--- src/rtl/ma_pkg.sv ---
// Shared definitions for the memory-access stage: MA control bit indices,
// access-size encodings, FSM states and address-alignment helpers.
package ma_pkg;

  localparam int unsigned MA_EN = 0;
  localparam int unsigned MA_RW = 1;

  typedef enum logic [1:0] {
    SZ_BYTE = 2'b00,
    SZ_HALF = 2'b01,
    SZ_WORD = 2'b10,
    SZ_RSVD = 2'b11
  } ma_size_e;

  typedef enum logic [1:0] {
    ST_IDLE,
    ST_REQ,
    ST_DONE
  } ma_state_e;

  function automatic logic is_misaligned(input logic [1:0] sz, input logic [1:0] lo);
    case (sz)
      SZ_BYTE: return 1'b0;
      SZ_HALF: return lo[0];
      default: return lo != 2'b00;
    endcase
  endfunction

  // Clears the low address bits a given size cannot use.
  function automatic logic [1:0] align_lo(input logic [1:0] sz, input logic [1:0] lo);
    case (sz)
      SZ_BYTE: return lo;
      SZ_HALF: return {lo[1], 1'b0};
      default: return 2'b00;
    endcase
  endfunction

endpackage

--- src/rtl/ma_lane_format.sv ---
// Combinational lane logic: store byte-enables / lane replication and
// load lane extraction with sign or zero extension.
module ma_lane_format
  import ma_pkg::*;
(
  input  logic [1:0]  st_size,
  input  logic [1:0]  st_lo,
  input  logic [31:0] st_data,
  output logic [3:0]  st_be,
  output logic [31:0] st_wdata,
  input  logic [1:0]  ld_size,
  input  logic [1:0]  ld_lo,
  input  logic        ld_sign,
  input  logic [31:0] ld_rdata,
  output logic [31:0] ld_data
);

  logic [31:0] ld_shift;

  always_comb begin
    st_be    = 4'hF;
    st_wdata = st_data;
    case (st_size)
      SZ_BYTE: begin
        st_be    = 4'b0001 << st_lo;
        st_wdata = {4{st_data[7:0]}};
      end
      SZ_HALF: begin
        st_be    = 4'b0011 << {st_lo[1], 1'b0};
        st_wdata = {2{st_data[15:0]}};
      end
      default: begin
        st_be    = 4'hF;
        st_wdata = st_data;
      end
    endcase
  end

  always_comb begin
    ld_shift = ld_rdata >> {ld_lo, 3'b000};
    ld_data  = ld_rdata;
    case (ld_size)
      SZ_BYTE: ld_data = {{24{ld_sign & ld_shift[7]}}, ld_shift[7:0]};
      SZ_HALF: ld_data = {{16{ld_sign & ld_shift[15]}}, ld_shift[15:0]};
      default: ld_data = ld_rdata;
    endcase
  end

endmodule

--- src/rtl/mem_access_unit.sv ---
// Pipeline memory-access stage with request/acknowledge data-cache handshake,
// timeout bus error, and optional misaligned-access trap (MA_MISALIGN_TRAP_EN).
module mem_access_unit
  import ma_pkg::*;
#(
  parameter int unsigned ADDR_W      = 32,
  parameter int unsigned REG_AW      = 5,
  parameter int unsigned TIMEOUT_CYC = 64
) (
  input  logic              Clk,
  input  logic              Rst,
  input  logic [2:0]        WB_in,
  input  logic [1:0]        MA,
  input  logic [1:0]        size,
  input  logic              sign_ext,
  input  logic [ADDR_W-1:0] ALU_rsl_in,
  input  logic [31:0]       Rs2_val,
  input  logic [REG_AW-1:0] Rs2_address,
  input  logic [31:0]       PC_in,
  input  logic [REG_AW-1:0] Rdst_in,
  input  logic [31:0]       mux_wb,
  input  logic              OP1_MemS,
  output logic [31:0]       PC_out,
  output logic [REG_AW-1:0] Rdst_out,
  output logic [ADDR_W-1:0] ALU_rsl_out,
  output logic [2:0]        WB_out,
  output logic [REG_AW-1:0] EX_MEM_Rs2,
  output logic [1:0]        EX_MEM_MA,
  output logic              stall,
  output logic              miss,
  output logic [31:0]       mem_out,
  output logic              fault,
  output logic              dc_req,
  output logic              dc_we,
  output logic [ADDR_W-1:0] dc_addr,
  output logic [31:0]       dc_wdata,
  output logic [3:0]        dc_be,
  input  logic              dc_ack,
  input  logic [31:0]       dc_rdata
);

  localparam int unsigned CNT_W = $clog2(TIMEOUT_CYC);
  localparam logic [CNT_W-1:0] CNT_LAST = CNT_W'(TIMEOUT_CYC - 1);

  ma_state_e        state;
  logic [CNT_W-1:0] cnt;
  logic [1:0]       req_size;
  logic [1:0]       req_lo;
  logic             req_sign;

  logic [1:0]  st_lo;
  logic [31:0] st_data;
  logic [3:0]  st_be;
  logic [31:0] st_wdata;
  logic [31:0] ld_data;
  logic        trap;

  assign PC_out      = PC_in;
  assign Rdst_out    = Rdst_in;
  assign ALU_rsl_out = ALU_rsl_in;
  assign WB_out      = WB_in;
  assign EX_MEM_Rs2  = Rs2_address;
  assign EX_MEM_MA   = MA;

  assign dc_req = (state == ST_REQ);
  assign miss   = (state == ST_REQ);
  assign stall  = ((state == ST_IDLE) && MA[MA_EN]) || (state == ST_REQ);

  assign st_lo   = align_lo(size, ALU_rsl_in[1:0]);
  assign st_data = OP1_MemS ? mux_wb : Rs2_val;

  always_comb begin
    trap = 1'b0;
`ifdef MA_MISALIGN_TRAP_EN
    trap = is_misaligned(size, ALU_rsl_in[1:0]);
`endif
  end

  ma_lane_format u_lane (
    .st_size  (size),
    .st_lo    (st_lo),
    .st_data  (st_data),
    .st_be    (st_be),
    .st_wdata (st_wdata),
    .ld_size  (req_size),
    .ld_lo    (req_lo),
    .ld_sign  (req_sign),
    .ld_rdata (dc_rdata),
    .ld_data  (ld_data)
  );

  always_ff @(posedge Clk) begin
    if (Rst) begin
      state    <= ST_IDLE;
      cnt      <= '0;
      req_size <= '0;
      req_lo   <= '0;
      req_sign <= 1'b0;
      dc_we    <= 1'b0;
      dc_addr  <= '0;
      dc_wdata <= '0;
      dc_be    <= '0;
      mem_out  <= '0;
      fault    <= 1'b0;
    end else begin
      case (state)
        ST_IDLE: begin
          cnt <= '0;
          if (MA[MA_EN]) begin
            if (trap) begin
              fault <= 1'b1;
              state <= ST_DONE;
            end else begin
              req_size <= size;
              req_lo   <= st_lo;
              req_sign <= sign_ext;
              dc_we    <= MA[MA_RW];
              dc_addr  <= {ALU_rsl_in[ADDR_W-1:2], 2'b00};
              dc_wdata <= st_wdata;
              dc_be    <= st_be;
              state    <= ST_REQ;
            end
          end
        end
        ST_REQ: begin
          // An ack on the last allowed cycle still wins over the timeout.
          if (dc_ack) begin
            if (!dc_we) mem_out <= ld_data;
            state <= ST_DONE;
          end else if (cnt == CNT_LAST) begin
            mem_out <= '0;
            fault   <= 1'b1;
            state   <= ST_DONE;
          end else begin
            cnt <= cnt + 1'b1;
          end
        end
        default: begin
          cnt   <= '0;
          fault <= 1'b0;
          state <= ST_IDLE;
        end
      endcase
    end
  end

endmodule
--- config.mk ---
export PLATFORM = sky130hd
export DESIGN_NAME = mem_access_unit
export DESIGN_NICKNAME = d
export VERILOG_FILES = /design/src/rtl/ma_pkg.sv /design/src/rtl/ma_lane_format.sv /design/src/rtl/mem_access_unit.sv
export SDC_FILE = /design/constraint.sdc
export NUM_CORES = 1
export LEC_CHECK = 0
export CORE_AREA = 5 5 138 140
export CTS_CLUSTER_DIAMETER = 200
export DETAILED_ROUTE_END_ITERATION = 8
export DIE_AREA = 0 0 143 145
export PLACE_DENSITY = 0.86
export SLEW_MARGIN = 20
export SYNTH_ARGS = -nofsm -noshare
export SYNTH_HDL_FRONTEND = slang
export SYNTH_HIERARCHICAL = 1
export SYNTH_SLANG_ARGS = --single-unit
--- constraint.sdc ---
create_clock -name Clk -period 2.45 [get_ports Clk]
set_clock_uncertainty 0.05 [all_clocks]
set_input_delay 0.49 -clock Clk [delete_from_list [all_inputs] [get_ports Clk]]
set_output_delay 0.49 -clock Clk [all_outputs]
set_load 0.01 [all_outputs]
==> flow_metrics.py <==
metrics = {
    "min_path": {
        "hp-class": "primary input to flip-flop",
    },
    "worst_setup_path": {
        "cp_slowest_stage_delay_ns": 0.49,
        "r2r_slack_ns": 0.27,
        "cp-end-kind": "primary output",
        "worstSetupPathType": "primary input to primary output",
        "path_buf_inv": 2,
        "cp-start-kind": "primary input",
        "path_cells": "clkdlybuf4s50_1 > or3b_2 > nand2_1 > dlygate4sd2_1",
        "critPathMaxFanout": 2,
        "crit_start": "MA[0]",
        "critPathRequiredTime_ns": 1.91,
        "crit_slowest_cell": "clkdlybuf4s50_1",
        "cp_top_family": "buffers and inverters",
        "endpoint": "stall",
        "rr_startpoint": "req_lo[1]",
        "cp.depth": 4,
        "rr_endpoint": "mem_out[8]",
        "reg2reg_depth": 5,
        "cp_data_arrival_time_ns": 1.77,
    },
    "route": {
        "routed-wl-met3_um": 2520,
        "top_layer_used": "met4",
        "drt_wl_total_um": 21600,
        "drtIter0Drc": 470,
        "viasPerCell": 5.20,
        "wl_met2_um": 10200,
        "dr.pass1.iters": 5,
        "vias": 6292,
        "ant_nets": 0,
        "wl_met1_um": 8420,
        "wire_per_inst_um": 17.9,
        "drcViolationCount": 0,
    },
    "placement": {
        "numPortBuffers": 273,
        "dp.cells": 1178,
        "pre_cts_ws_ns": -0.166,
        "dp.final_hpwl_um": 16100,
        "gp_congestion": 0.955,
    },
    "power": {
        "pwr-share-comb_pct": 21.6,
        "p_clk_share_pct": 43.1,
        "p_sw_share_pct": 27.7,
        "peakVddDrop_mv": 0.468,
        "seqPwrFrac_pct": 35.3,
        "power.net_switching_mw": 1.57,
        "internal_power_mw": 4.09,
        "power_density_nw_per_um2": 609,
        "leakage_nw": 3.37,
    },
    "synth": {
        "synthFlopType": "dfxtp_1",
        "ys_warn_count": 6,
        "synthArstFlopShare_pct": 0,
        "synth_edf_count": 0,
        "avgSynthCellArea_um2": 7.99,
        "netlist_area_um2": 6370,
        "yosysUniqueCellTypes": 43,
        "ys_ff_latch": 113,
        "synth_cells": 797,
        "yosysSeqAreaShare_pct": 35.5,
    },
    "grt": {
        "grt_start_max_net_pins": 74,
        "grt_overflow": 0,
        "track_usage_pct": 20.0,
        "grt_pass1_wl_um": 32900,
        "grt_pass1_vias": 6134,
        "antenna_found_initial": 0,
    },
    "sta": {
        "rsz0062_at_grt": "false",
        "fin_crit_sh_pct": 94.4,
        "max_slew_margin_pct": 47.6,
        "finalHoldViolations": 0,
        "min_period_ns": 2.31,
        "setup_viol": 0,
        "tightest_slew_ns": 0.786,
        "slew_violations": 0,
        "setup_slack_ns": 0.137,
        "fmax_mhz": 432,
    },
    "clocking": {
        "clk_pin_slew_ns": 0.06,
        "cts-root-buf": "clkbuf_16",
        "cts_hold_buf": 0,
        "cts_max_level": 4,
        "cts_buffers": 17,
        "cts_sinks": 113,
        "clockBufferDepth": 2,
        "cts_tree": "built",
        "clock_latency_ns": 0.41,
    },
    "job": {
        "drv_cap": 0,
    },
    "cells_and_area": {
        "fillers": 1611,
        "drive_above_1_share_pct": 12.0,
        "antenna_cells": 0,
        "instances_no_fill": 1210,
        "area_growth_pct": 46.0,
        "fin_nets": 1151,
    },
    "floorplanning": {
        "die_w_um": 143,
        "coreArea_um2": 17700,
        "fp-row-count": 49,
        "die_area_um2": 20700,
        "num_io_pins": 366,
        "start_util_pct": 36.0,
        "die_h_um": 145,
    },
    "status": {
        "outcome": "finished clean",
    },
}
==> registers in the layout (all words and copies together), names as in the netlist <==
register / cells
mem_out: 32
dc_be: 4
req_size: 2
dc_addr: 30
fault: 1
cnt: 6
req_sign: 1
dc_wdata: 32
req_lo: 2
state: 2
dc_we: 1
==> layer usage <==
layer	vias to the layer above	GRT usage, %
li1	3023	-
met1	2923	23.6
met2	309	32.9
met3	37	8.09
met4	0	6.61
met5	-	0
==> worst min path at each step <==
| stage | startpoint | end | slack (ns) | cells after the start |
|---|---|---|---|---|
| 2_1_floorplan | req_size[1] | req_size[1] | 0.39 | 2 |
| 3_3_place_gp | dc_wdata[6] | dc_wdata[6] | 0.39 | 2 |
| 3_5_place_dp | dc_wdata[30] | dc_wdata[30] | 0.40 | 2 |
| 4_1_cts | Rst | mem_out[21] | 0.29 | 2 |
| 5_1_grt | Rst | mem_out[21] | 0.31 | 2 |
| 6_report | Rst | mem_out[21] | 0.31 | 2 |
==> power by group through the flow <==
stage          Clock [mW]  Sequential, mW  Combinational, mW
2_1_floorplan           0            2.07              0.649
3_3_place_gp            0            2.03               1.20
3_5_place_dp            0            2.04               1.22
4_1_cts              2.52            2.00               1.23
5_1_grt              2.61            2.01               1.32
6_report             2.44            2.00               1.22
==> cells by family (layout without fill, tap and decap cells) <==
family / Yosys count / count (layout) / share of synthesized area [%]
AO/OA/AOI/OAI: 209 / 209 / 20.8
adder cells (fa/ha/maj): 1 / 1 / 0.196
buffers and inverters: 158 / 341 / 15.5
flip-flops: 113 / 113 / 35.5
multiplexers: 67 / 67 / 11.7
other: 1 / 2 / 0.0589
AND/OR/NAND/NOR: 248 / 248 / 16.2
==> layout by cell type (no fill, tap or decap), types with 2 or more instances in the layout <==
cell,count
nand2b_1,2
o2bb2ai_1,6
nor2b_1,5
o31ai_1,7
mux2_2,49
inv_1,6
clkdlybuf4s50_1,271
conb_1,2
buf_4,25
and4b_1,3
nor3b_1,2
o211a_1,7
o21ai_1,10
clkbuf_16,17
a31oi_1,3
buf_12,5
a21oi_1,106
clkinv_4,4
bufinv_16,2
nand3b_1,7
o21ai_0,17
a2bb2oi_1,2
a211oi_1,3
nor2_1,3
o21bai_1,5
clkinv_2,3
inv_6,3
clkinvlp_4,3
a22o_1,6
dfxtp_1,113
mux2i_1,17
nor3_1,2
nand2_1,217
a311oi_1,32
==> cells in the mapped netlist (all sizes together), types with 3 or more instances <==
master / count / area [µm²]
buf: 114 / 825
o2bb2ai: 6 / 52.6
mux2: 49 / 552
o211a: 7 / 70.1
nor3b: 3 / 22.5
mux2i: 17 / 170
nand2: 217 / 815
nand3b: 7 / 52.6
nor2: 3 / 11.3
dfxtp: 113 / 2260
clkbuf: 37 / 139
inv: 6 / 22.5
a31oi: 3 / 18.8
a22o: 6 / 52.6
o21ai: 27 / 135
and4b: 3 / 30.0
nor2b: 5 / 31.3
a211oi: 3 / 22.5
o21bai: 5 / 37.5
a21oi: 107 / 536
a311oi: 32 / 280
o31ai: 7 / 52.6
==> cell type report <==
class / instances / area [µm²] / area share (%)
well taps: 229 / 287 / 3.08
inverters: 7 / 26.3 / 0.283
clock buffers: 17 / 425 / 4.57
clock inverters: 15 / 159 / 1.71
repair buffers: 302 / 3010 / 32.4
multi-input cells: 527 / 3130 / 33.7
flip-flops and latches: 113 / 2260 / 24.3
==> worst reg2reg max path: cells and delay by family (launching register included) <==
family | cells | cell delay [ns]
AOI/OAI and AO/OA | 4 | 0.97
DFF | 1 | 0.42
muxes | 1 | 0.60
==> per-stage QoR <==
stage	total power, mW	utilization, %	hold slack (ns)	TNS [ns]	instance area, µm²
2_1_floorplan	2.72	-	0.385	0	6370
3_3_place_gp	3.24	49.2	0.391	-1.13	8720
3_5_place_dp	3.26	49.2	0.396	-1.57	8720
4_1_cts	5.75	52.5	0.289	0	9300
5_1_grt	5.94	52.5	0.307	0	9300
6_report	5.66	52.5	0.314	0	9300
==> repair_timing <==
action,CTS,global route
hold endpoints to repair,0,0
resized for setup,1,0
setup buffers,0,0
endpoints found under the setup margin,1,0
(Power assumes the default switching activity.)
